<file path="config.mk">
export PLATFORM = sky130hd
export DESIGN_NAME = uart_tx_ctrl
export DESIGN_NICKNAME = d
export VERILOG_FILES = /design/src/rtl/uart_tx_ctrl.sv
export SDC_FILE = /design/constraint.sdc
export NUM_CORES = 1
export LEC_CHECK = 0
export CAP_MARGIN = 5
export CORE_ASPECT_RATIO = 2
export CORE_MARGIN = 10
export CORE_UTILIZATION = 40
export DETAILED_ROUTE_END_ITERATION = 8
export PLACE_DENSITY = 0.55
export SYNTH_ARGS = -nofsm -noshare
export SYNTH_HDL_FRONTEND = slang
export SYNTH_SLANG_ARGS = --single-unit
</file>
<file path="constraint.sdc">
create_clock -name clk -period 6.2 [get_ports clk]
set_clock_uncertainty 0.05 [all_clocks]
set_input_delay 1.55 -clock clk [delete_from_list [all_inputs] [get_ports clk]]
set_output_delay 1.55 -clock clk [all_outputs]
set_load 0.05 [all_outputs]
</file>
<file path="src/rtl/uart_tx_ctrl.sv">
// Byte FIFO feeding a UART transmitter: each queued byte is presented on tx_data/tx_en until
// tx_done (or a timeout), then a fixed idle gap is enforced before the next byte.
module uart_tx_ctrl #(
  parameter int          DEPTH   = 8,
  parameter int          GAP_CYC = 2,
  parameter logic [15:0] TO_CYC  = 16'd50000
) (
  input  logic                     clk,
  input  logic                     rst,
  input  logic                     push_valid,
  input  logic [7:0]               push_data,
  output logic                     push_ready,
  output logic                     tx_en,
  output logic [7:0]               tx_data,
  input  logic                     tx_done,
  input  logic                     clr_err,
  output logic [$clog2(DEPTH):0]   fifo_count,
  output logic                     busy,
  output logic                     ovf,
  output logic                     to_err
);

  localparam int AW = $clog2(DEPTH);
  localparam int CW = AW + 1;

  typedef enum logic [1:0] {IDLE, LOAD, SEND, GAP} state_t;

  state_t          state_reg;
  logic [7:0]      mem [DEPTH];
  logic [AW-1:0]   wr_ptr_reg;
  logic [AW-1:0]   rd_ptr_reg;
  logic [CW-1:0]   count_reg;
  logic [CW-1:0]   count_next;
  logic            tx_en_reg;
  logic [7:0]      tx_data_reg;
  logic            ovf_reg;
  logic            to_err_reg;
  logic [7:0]      gap_cnt_reg;
  logic [15:0]     to_cnt_reg;

  logic full;
  logic push_acc;
  logic pop;
  logic ovf_set;
  logic to_hit;

  assign full     = (count_reg == CW'(DEPTH));
  assign push_acc = push_valid && !full;
  assign pop      = (state_reg == LOAD);
  // A push while full is lost even if the FSM pops in the same cycle.
  assign ovf_set  = push_valid && full;
  assign to_hit   = (state_reg == SEND) && !tx_done && ((to_cnt_reg + 16'd1) == TO_CYC);

  always_comb begin
    count_next = count_reg;
    case ({push_acc, pop})
      2'b10:   count_next = count_reg + CW'(1);
      2'b01:   count_next = count_reg - CW'(1);
      default: count_next = count_reg;
    endcase
  end

  // Storage carries no reset so it maps onto RAM; the read is registered into tx_data.
  always_ff @(posedge clk) begin
    if (push_acc) begin
      mem[wr_ptr_reg] <= push_data;
    end
  end

  always_ff @(posedge clk or posedge rst) begin
    if (rst) begin
      state_reg   <= IDLE;
      wr_ptr_reg  <= '0;
      rd_ptr_reg  <= '0;
      count_reg   <= '0;
      tx_en_reg   <= 1'b0;
      tx_data_reg <= 8'h00;
      ovf_reg     <= 1'b0;
      to_err_reg  <= 1'b0;
      gap_cnt_reg <= '0;
      to_cnt_reg  <= '0;
    end else begin
      count_reg <= count_next;
      if (push_acc) begin
        wr_ptr_reg <= wr_ptr_reg + AW'(1);
      end

      if (ovf_set) begin
        ovf_reg <= 1'b1;
      end else if (clr_err) begin
        ovf_reg <= 1'b0;
      end

      if (to_hit) begin
        to_err_reg <= 1'b1;
      end else if (clr_err) begin
        to_err_reg <= 1'b0;
      end

      case (state_reg)
        IDLE: begin
          if (count_reg != '0) begin
            state_reg <= LOAD;
          end
        end
        LOAD: begin
          tx_data_reg <= mem[rd_ptr_reg];
          rd_ptr_reg  <= rd_ptr_reg + AW'(1);
          to_cnt_reg  <= '0;
          tx_en_reg   <= 1'b1;
          state_reg   <= SEND;
        end
        SEND: begin
          if (tx_done) begin
            tx_en_reg   <= 1'b0;
            gap_cnt_reg <= 8'(GAP_CYC);
            state_reg   <= GAP;
          end else begin
            // Counter stops at TO_CYC because the state leaves SEND on that same edge.
            to_cnt_reg <= to_cnt_reg + 16'd1;
            if (to_hit) begin
              tx_en_reg   <= 1'b0;
              gap_cnt_reg <= 8'(GAP_CYC);
              state_reg   <= GAP;
            end
          end
        end
        GAP: begin
          if (gap_cnt_reg != '0) begin
            gap_cnt_reg <= gap_cnt_reg - 8'd1;
          end
          if (gap_cnt_reg <= 8'd1) begin
            state_reg <= (count_reg != '0) ? LOAD : IDLE;
          end
        end
        default: begin
          state_reg <= IDLE;
          tx_en_reg <= 1'b0;
        end
      endcase
    end
  end

  assign push_ready = !full;
  assign tx_en      = tx_en_reg;
  assign tx_data    = tx_data_reg;
  assign fifo_count = count_reg;
  assign busy       = (state_reg != IDLE) || (count_reg != '0);
  assign ovf        = ovf_reg;
  assign to_err     = to_err_reg;

endmodule

</file>
# Word-level counts from Yosys, hierarchy flattened

Memories as Yosys holds them, arrays and structs flattened. A register that Yosys moved wholly into a read port is not among the register bits.
Cells that the tools add are included.

Register bits after elaboration: 39
Memory bits (writable): 64
Input bits: 13
Output and inout bits: 17
Memories: 1

Add/sub/neg operators: 6
$lt $le $gt $ge: 1
Equality and inequality tests: 12
Mux-type cells: 21
Reduce and logical (&&, ||, !) cells: 20

Memories:

| name | words | width | read ports | clocked after Yosys merged registers in | write ports | line | source |
|---|---|---|---|---|---|---|---|
| mem  | 8     | 8     | 1          | 1                                       | 1           | 29   | `logic [7:0] mem [DEPTH];` |

Operators with widths:

| cell                  | number |
|---|---|
| $pmux 16 s2           | 1 |
| $mux 8                | 3 |
| $add 16x1->16 const B | 1 |
| $eq 16x16->1 const B  | 1 |
| $mux 16               | 1 |
| $pmux 8 s2            | 1 |
| $reduce_bool 2->1     | 6 |
| $le 8x1->1 const B    | 1 |
| $mux 1                | 8 |
| $mux 2                | 4 |
| $ne 2x2->1 const B    | 4 |
| $pmux 2 s4            | 1 |
| $pmux 4 s2            | 1 |
| $reduce_bool 8->1     | 1 |
| $sub 8x1->8 const B   | 1 |
| $add 3x1->3 const B   | 2 |
| $eq 2x2->1 const B    | 3 |
| $reduce_and 3->1      | 2 |
| $add 4x1->4 const B   | 1 |
| $eq 2x1->1 const B    | 2 |
| $eq 4x4->1 const B    | 1 |
| $logic_and 1x1->1     | 4 |
| $reduce_and 2->1      | 2 |
| $reduce_bool 4->1     | 1 |
| 6 further kinds       | 7 |

# Longest topological paths before layout

Gate-level depths: netlist of the first run.

Depth in word-level cells: 6
Depth in mapped cells: 10

# Worst setup path after synthesis of the first run

Ideal clock, no wire load.

Path type: input to register
From: input port tx_done
To: register gap_cnt_reg[1]
Library setup time: 0.126 ns
Data arrival time: 3.065 ns
Data required time: 6.024 ns
Path slack: 2.959 ns
Stages: 5
Cell sequence: nand2b_1 > or4_4 > a21oi_4 > a41oi_4 > o32a_1

Longest elaborated chain between the ends: 5

RTL lines:

| element                           | line | source |
|---|---|---|
| from (decl)                       | 15   | `input logic tx_done,` |
| $logic_not 1->1                   | 52   | `assign to_hit = (state_reg == SEND) && !tx_done && ((to_cnt_reg + 16'd1) == TO_CYC);` |
| $logic_and 1x1->1 (2 in a row)    | 52   |  |
| $ne 3x3->1 (no source line)       | -    |  |
| $reduce_and 3->1 (no source line) | -    |  |
| to (signal assigned)              | 116  | `gap_cnt_reg <= 8'(GAP_CYC);` |
| to (signal assigned)              | 123  | `gap_cnt_reg <= 8'(GAP_CYC);` |
| to (signal assigned)              | 130  | `gap_cnt_reg <= gap_cnt_reg - 8'd1;` |
| to (decl)                         | 38   | `logic [7:0] gap_cnt_reg;` |

Several ways; a longest one is shown, not always the timed one.
A chain may end at the register's enable or synchronous reset.

# Worst setup path in the final report of the first run

From: input port tx_done
To: register gap_cnt_reg[6]

The elaborated chain is that of the path after synthesis.

==> results of run 1 <==
-- per-stage QoR --
| step | area [sq um] | utilization |
|---|---|---|
| after floorplan | 5220 | - |
| after global placement | 5660 | 0.438 |
| after detailed placement | 5660 | 0.438 |
| after CTS | 5980 | 0.463 |
| after global routing | 5980 | 0.463 |
| final | 5980 | 0.463 |
-- worst max-delay path: cells and delay by family --
family	cells	cell delay, ns
and+or+nand+nor	2	1.41
AOI/OAI and AO/OA	3	0.90
buffers and inverters	1	0.44
-- worst min path at each step --
| stage | startpoint | to | slack (ns) |
|---|---|---|---|
| global placement | ovf$_DFFE_PP0P_ | ovf$_DFFE_PP0P_ | 0.43 |
| CTS | ovf$_DFFE_PP0P_ | ovf$_DFFE_PP0P_ | 0.46 |
| floorplan | to_cnt_reg[13]$_DFFE_PP0P_ | to_cnt_reg[13]$_DFFE_PP0P_ | 0.44 |
| global route | ovf$_DFFE_PP0P_ | ovf$_DFFE_PP0P_ | 0.46 |
| detailed placement | ovf$_DFFE_PP0P_ | ovf$_DFFE_PP0P_ | 0.44 |
| finish | ovf$_DFFE_PP0P_ | ovf$_DFFE_PP0P_ | 0.45 |
-- final cells by class --
type                    count  area, sq um  share of cell area
flip-flops and latches    111         3100               0.518
clock inverters             7         97.6              0.0163
inverters                  19         71.3              0.0119
multi-input cells         256         1990               0.332
clock buffers               9          225              0.0377
repair buffers             32          313              0.0523
well taps                 152          190              0.0318
-- power by group --
group          switching, mW  total [mW]  internal (mW)
logic                  0.625        1.07          0.448
registers              0.188        1.14          0.952
clock network          0.289       0.615          0.326
total                   1.10        2.83           1.73
-- logic make-up (layout without fill, tap and decap cells) --
kind of cell / after synthesis / in the layout
and+or+nand+nor: 120 / 120
DFF: 111 / 111
AOI/OAI and AO/OA: 86 / 86
xor gates and xnor gates: 9 / 9
muxes: 28 / 28
buffers and inverters: 34 / 67
adders and majority gates: 13 / 13
-- layout by cell type, fill, tap and decap left out, types with 10 or more instances in the layout --
master / count
mux2i_1: 10
nand3_1: 11
nand2_1: 35
nor2_1: 30
ha_1: 12
inv_1: 18
a21oi_1: 15
o21ai_0: 27
mux4_2: 16
edfxtp_1: 64
clkdlybuf4s50_1: 29
dfrtp_1: 47
-- routing by layer --
metal,routed length (um),part of all wire,global-route usage
met1,4300,0.37,0.135
met2,6810,0.58,0.247
met3,323,0.028,0.0194
met4,210,0.018,0.0580
met5,0,0,0
==> flow_metrics.tcl, run 1 <==
set metrics [dict create \
    num_antenna_cells 0 \
    track_usage 0.131 \
    dp_hpwl_um 8250 \
    synth-adder-area-share 0.0326 \
    slew_violations 0 \
    drc 0 \
    core_area_sq_um 12900 \
    area_growth_pct 14.6 \
    worstSetupStartpointType "input port" \
    finalSetupViolCount 0 \
    fp.dieW_um 101 \
    layout.nets 455 \
    fillers 1138 \
    yosysTopAreaCell "edfxtp_1" \
    vias_per_cell 5.73 \
    grt_overflow_total 0 \
    whs_ns 0.451 \
    leakagePower_nw 2.23 \
    yosysUniqueCellTypes 61 \
    synth_top_area_share 0.368 \
    yosys.area_share.simple 0.117 \
    path_class "input port to flop" \
    p_total_mw 2.83 \
    period_minus_slack_ns 4.15 \
    io_pins 30 \
    largest_register_ffs 64 \
    rsz0062_at_grt "no" \
    dp.cells 570 \
    fin_setup_tns_ns 0 \
    cp_cell_sequence "clkdlybuf4s50_1 > nand2b_1 > or4_4 > a21o_2 > o311ai_0 > o41ai_1" \
    crit_start "tx_done" \
    r2r_start "state_reg[0]$_DFFE_PP0P_" \
    synthFlopType "edfxtp_1" \
    syn-mean-instance-area_sq_um 13.0 \
    arrival_ns 4.30 \
    maxCapViolCount 0 \
    row_count 59 \
    synth.top_cells.by_count "edfxtp_1 (64), dfrtp_1 (47), nand2_1 (35)" \
    initial_utilization 0.404 \
    whs_path_depth 1 \
    grt_pass1_wl_um 18700 \
    path_clk_slew_ns 0.08 \
    drtIter0Drc 110 \
    drt_pass1_iterations 4 \
    r2r-end "gap_cnt_reg[6]$_DFFE_PP0P_" \
    endpoint "gap_cnt_reg[6]$_DFFE_PP0P_" \
    layout_setup_ws_ns 2.05 \
    vias 3356 \
    ctsHoldBuffers 0 \
    synth.area.mux_share 0.0925 \
    antenna_found_initial 0 \
    clock_latency_ns 0.34 \
    grt_pass1_vias 3503 \
    post-route-period-util 0.669 \
    post_cts_buffers 0 \
    synth_most_common_cell "edfxtp_1" \
    syn-cell-area_sq_um 5220 \
    crit_path_max_fanout 23 \
    async_flop_share 0.423 \
    vdd.ir_drop.worst_mv 0.236 \
    yosys-top-cells-area "edfxtp_1 (37%), dfrtp_1 (23%), mux4_2 (6.9%)" \
    clock_sinks 111 \
    drive_gt1_frac 0.127 \
    ys_warn_count 0 \
    synth_compound_area_frac 0.122 \
    outcome "complete, no violations" \
    syn_nets 427 \
    cts_buffers 9 \
    cts_resized 0 \
    synth_top_family_by_area "compound AO/OA/AOI/OAI gates" \
    synth_edf_count 64 \
    reg2reg_slack_ns 3.01 \
    r2r_cells 7 \
    cts_tree "yes" \
    synth_cells 401 \
    synth-xor-area-share 0.0151 \
    slowest_stage "or4_4" \
    fmax_ghz 0.241 \
    detail_route.wl_per_cell_um 19.9 \
    required_ns 6.35 \
    grt_max_degree 48 \
    fp.dieH_um 182 \
    worst_slew_pin_slew_ns 1.19 \
    yosys_register_bits 111 \
    hold_class "flop to flop" \
    cts_root_buf "clkbuf_16" \
    cp-end-kind "flop" \
    dieArea_sq_um 18300 \
    maxSlewHeadroom 0.204 \
    cts_htree_levels 3 \
    final_hold_viol_count 0 \
    place.gp.congestion 0.817 \
    cp_slowest_stage_delay_ns 0.77 \
    io_buffer_count 29 \
    ys_seq_area_frac 0.594 \
    dp_slack_ns 1.76 \
    power_density_nw_per_um2 473 \
    clock_path_buffers 2 \
    finalWirelength_um 11600 \
    layout.cells.non_filler 586 \
    ant_nets 0 \
]
(Power assumes the default switching activity.)
==> inputs of run 2 (changes only) <==
==> constraint.sdc (replaced) <==
create_clock -name clk -period 4.3 [get_ports clk]
set_clock_uncertainty 0.05 [all_clocks]
set_input_delay 1.075 -clock clk [delete_from_list [all_inputs] [get_ports clk]]
set_output_delay 1.075 -clock clk [all_outputs]
set_load 0.05 [all_outputs]
==> run 2 against run 1 <==
  * Cell count increased by 0.85%
  * Sequential power rose by 44%
  * Critical path depth shrank 3
  * Power is 45% higher
  * Cell area is 0.59% higher
  * Utilization up 0.27 points
  * Clock power grew 45%
  * Global-route usage grew 0.34 points
  * Hold slack got worse by 0.012 ns
  * Via count is 0.36% higher
==> flow_metrics.tcl, run 2 (synthesis gave the netlist of run 1 again) <==
set metrics [dict create \
    critPathTopFamily "buffers and inverters" \
    area_growth_pct 15.3 \
    clock_sinks 111 \
    leakagePower_nw 2.26 \
    initial_utilization 0.404 \
    final_hold_viol_count 0 \
    fin_setup_tns_ns 0 \
    ctsHoldBuffers 0 \
    cts_root_buf "clkbuf_16" \
    io_pins 30 \
    maxCapViolCount 0 \
    num_antenna_cells 0 \
    post_cts_buffers 0 \
    fmax_ghz 0.310 \
    outcome "complete, no violations" \
    cp_num_buf_inv 1 \
    period_minus_slack_ns 3.22 \
    fillers 1133 \
    dieArea_sq_um 18300 \
    core_area_sq_um 12900 \
    cts_tree "yes" \
    row_count 59 \
    cts_buffers 9 \
    finalSetupViolCount 0 \
    finalWirelength_um 11500 \
    cp_slowest_stage_delay_ns 0.75 \
    place.gp.congestion 0.833 \
    cp_cell_sequence "nor4_1 > nand2_1 > clkdlybuf4s50_1" \
    drc 0 \
    rsz0062_at_grt "no" \
    fin_util 0.466 \
    switching_share 0.387 \
    drt_pass1_iterations 4 \
    power_frac_comb 0.381 \
    layout.nets 460 \
    cts_htree_levels 3 \
    maxSlewHeadroom 0.277 \
    cts_resized 0 \
    grt_max_degree 48 \
    crit_path_max_fanout 6 \
    drtIter0Drc 150 \
    fp.dieW_um 101 \
    grt_overflow_total 0 \
    post-route-period-util 0.750 \
    p_switching_mw 1.58 \
    clock_latency_ns 0.35 \
    vias 3368 \
    slew_violations 0 \
    p_int_mw 2.51 \
    reg2reg_slack_ns 1.20 \
    dp_hpwl_um 8130 \
    slowest_stage "clkdlybuf4s50_1" \
    worstSetupStartpointType "flop" \
    path_class "flop to output pin" \
    hold_class "flop to flop" \
    detail_route.wl_per_cell_um 19.4 \
    cp-end-kind "output pin" \
    p_total_mw 4.09 \
    ant_nets 0 \
    layout_common_cells "edfxtp_1 (64), dfrtp_1 (47), nand2_1 (35)" \
    arrival_ns 2.10 \
    drive_gt1_frac 0.134 \
    power_density_nw_per_um2 680 \
    antenna_found_initial 0 \
    clock_path_buffers 2 \
    io_buffer_count 29 \
    track_usage 0.135 \
    layout_commonest_cell "edfxtp_1" \
    clkPwrFrac 0.218 \
    grt_pass1_vias 3667 \
    path_clk_slew_ns 0.08 \
    worst_slew_pin_slew_ns 1.08 \
    grt_pass1_wl_um 19300 \
    required_ns 3.17 \
    fp.dieH_um 182 \
    vias_per_cell 5.70 \
    vdd.ir_drop.worst_mv 0.326 \
    largest_register_ffs 64 \
    seqPwrFrac 0.401 \
]
==> run 2: layout make-up <==
type | instances | area (sq um) | area share
Multi-Input combinational cell | 256 | 1980 | 0.329
Clock buffer | 9 | 225 | 0.0374
Inverter | 19 | 71.3 | 0.0119
Timing Repair Buffer | 37 | 350 | 0.0582
Clock inverter | 7 | 100 | 0.0166
Sequential cell | 111 | 3100 | 0.515
Tap cell | 152 | 190 | 0.0316
==> run 2: per-layer routing <==
layer / routed length [um] / GRT usage
met2: 6590 / 0.253
met4: 336 / 0.0670
met1: 4250 / 0.136
met5: 0 / 0
met3: 304 / 0.0198
==> run 2: final timing paths <==
| path | startpoint | endpoint | depth (start not counted) |
|---|---|---|---|
| min in group asynchronous | rst | wr_ptr_reg[1]$_DFFE_PP0P_ | 2 |
| max | fifo_count[0]$_DFFE_PP0P_ | busy | 3 |
| max reg2reg | gap_cnt_reg[0]$_DFFE_PP0P_ | gap_cnt_reg[2]$_DFFE_PP0P_ | 7 |
| min reg2reg | ovf$_DFFE_PP0P_ | ovf$_DFFE_PP0P_ | 1 |
| max in group asynchronous | rst | to_cnt_reg[15]$_DFFE_PP0P_ | 2 |
| min | ovf$_DFFE_PP0P_ | ovf$_DFFE_PP0P_ | 1 |
==> run 2: power groups by stage <==
stage / Combinational (mW) / Clock [mW] / Sequential, mW
after floorplan: 1.01 / 0 / 1.74
after global placement: 1.56 / 0 / 1.67
after detailed placement: 1.57 / 0 / 1.68
after CTS: 1.58 / 0.914 / 1.66
after global routing: 1.73 / 0.952 / 1.69
final: 1.56 / 0.893 / 1.64
==> run 2: per-stage QoR <==
step	instance area, sq um	hold WS, ns	setup slack [ns]	std cells
6_report	6020	0.439	1.08	591
3_3_place_gp	5690	0.427	1.05	575
5_1_grt	6020	0.452	0.869	591
2_1_floorplan	5220	0.436	1.48	401
4_1_cts	6020	0.448	1.04	591
3_5_place_dp	5690	0.430	1.02	575
==> inputs of run 3 (changes only) <==
==> constraint.sdc (replaced) <==
create_clock -name clk -period 3.1 [get_ports clk]
set_clock_uncertainty 0.05 [all_clocks]
set_input_delay 0.775 -clock clk [delete_from_list [all_inputs] [get_ports clk]]
set_output_delay 0.775 -clock clk [all_outputs]
set_load 0.05 [all_outputs]
==> run 3 against run 2 <==
  * Sequential share of layout area is 0.50 points lower
  * Hold slack better by 0.030 ns
  * Non-clock buffer count is 11 higher
  * Via count is 1.2% higher
  * Critical path type unchanged
  * Critical endpoint unchanged
  * Largest cell class unchanged
  * Largest power group is now combinational logic
==> flow_metrics.tcl, run 3 (synthesis gave the netlist of run 1 again) <==
set metrics [dict create \
    num_antenna_cells 0 \
    hold_class "flop to flop" \
    slew_violations 0 \
    cp-end-kind "output pin" \
    fillers 1170 \
    place.gp.congestion 0.831 \
    ant_nets 0 \
    antenna_found_initial 0 \
    whs_path_depth 1 \
    placed_cell_area_sq_um 5770 \
    layout.cells.non_filler 602 \
    vias_per_cell 5.66 \
    outcome "complete, no violations" \
    ctsHoldBuffers 0 \
    r2r_cells 7 \
    path_clk_slew_ns 0.08 \
    path_class "flop to output pin" \
    leakagePower_nw 2.30 \
    fin_setup_tns_ns 0 \
    track_usage 0.131 \
    cts_buffers 9 \
    crit_path_max_fanout 6 \
    io_buffer_count 29 \
    drc 0 \
    final_hold_viol_count 0 \
    layout_commonest_cell "edfxtp_1" \
    dp_hpwl_um 8270 \
    period_minus_slack_ns 2.96 \
    grt_max_degree 25 \
    grt_pass1_vias 3614 \
    largest_register_ffs 64 \
    fmax_ghz 0.338 \
    detail_route.wl_per_cell_um 19.1 \
    arrival_ns 2.13 \
    post-route-period-util 0.954 \
    dieArea_sq_um 18300 \
    io_pins 30 \
    cts_tree "yes" \
    vdd.ir_drop.worst_mv 0.485 \
    dp.cells 586 \
    maxCapViolCount 0 \
    required_ns 2.27 \
    finalSetupViolCount 0 \
    post_cts_buffers 0 \
    whs_ns 0.469 \
    cts_htree_levels 3 \
    maxSlewHeadroom 0.489 \
    p_total_mw 5.64 \
    area_growth_pct 16.4 \
    stdcell_area_sq_um 6070 \
    worstSetupStartpointType "flop" \
    cts_root_buf "clkbuf_16" \
    clock_path_buffers 2 \
    row_count 59 \
    vias 3407 \
    clock_latency_ns 0.35 \
    ff_latch_area_sq_um 3100 \
    fp.dieW_um 101 \
    fp.dieH_um 182 \
    layout.nets 471 \
    worst_slew_pin_slew_ns 0.766 \
    drive_gt1_frac 0.156 \
    initial_utilization 0.404 \
    multi_input_area_sq_um 1980 \
    core_area_sq_um 12900 \
    grt_pass1_wl_um 18800 \
    layout_setup_ws_ns 0.143 \
    cts_resized 0 \
    dp_slack_ns 0.0889 \
    drt_pass1_iterations 5 \
    grt_overflow_total 0 \
    fin_util 0.470 \
    layout_common_cells "edfxtp_1 (64), dfrtp_1 (47), nand2_1 (35)" \
    drtIter0Drc 100 \
    power_density_nw_per_um2 928 \
    rsz0062_at_grt "no" \
    clock_sinks 111 \
    finalWirelength_um 11500 \
]
## run 3: worst paths after layout
path | start | endpoint | slack, ns
max in group asynchronous | rst | tx_data[7]$_DFFE_PP0P_ | 1.87
worst min register to register | ovf$_DFFE_PP0P_ | ovf$_DFFE_PP0P_ | 0.47
min in group asynchronous | rst | ovf$_DFFE_PP0P_ | 0.58
worst max-delay path | fifo_count[0]$_DFFE_PP0P_ | busy | 0.14
worst max register to register | to_cnt_reg[0]$_DFFE_PP0P_ | gap_cnt_reg[5]$_DFFE_PP0P_ | 0.26
worst min-delay path | ovf$_DFFE_PP0P_ | ovf$_DFFE_PP0P_ | 0.47
## run 3: area by class of cell
type	count	area share
Clock inverter	7	0.0126
Clock buffer	9	0.0371
Inverter	19	0.0117
Sequential cell	111	0.510
Tap cell	152	0.0313
Multi-Input combinational cell	256	0.326
Timing Repair Buffer	48	0.0713
## run 3: power by group
part / leakage [nW] / total, mW / switching [mW] / internal [mW]
combinational: 0.982 / 2.29 / 1.31 / 0.972
sequential: 1.17 / 2.21 / 0.307 / 1.90
clock: 0.146 / 1.14 / 0.569 / 0.570
## run 3: metal layers
layer | part of all wire | global-route usage | vias up
li1 | - | - | 1622
met1 | 0.37 | 0.130 | 1709
met2 | 0.57 | 0.246 | 52
met3 | 0.024 | 0.0213 | 24
met4 | 0.034 | 0.0636 | 0
met5 | 0 | 0 | -
## run 3: worst max-delay path, stage by stage, from the launching register on
cell	delay, ns
dfrtp_1	0.46
nor4_1	0.38
nand2_1	0.20
clkdlybuf4s50_1	0.74
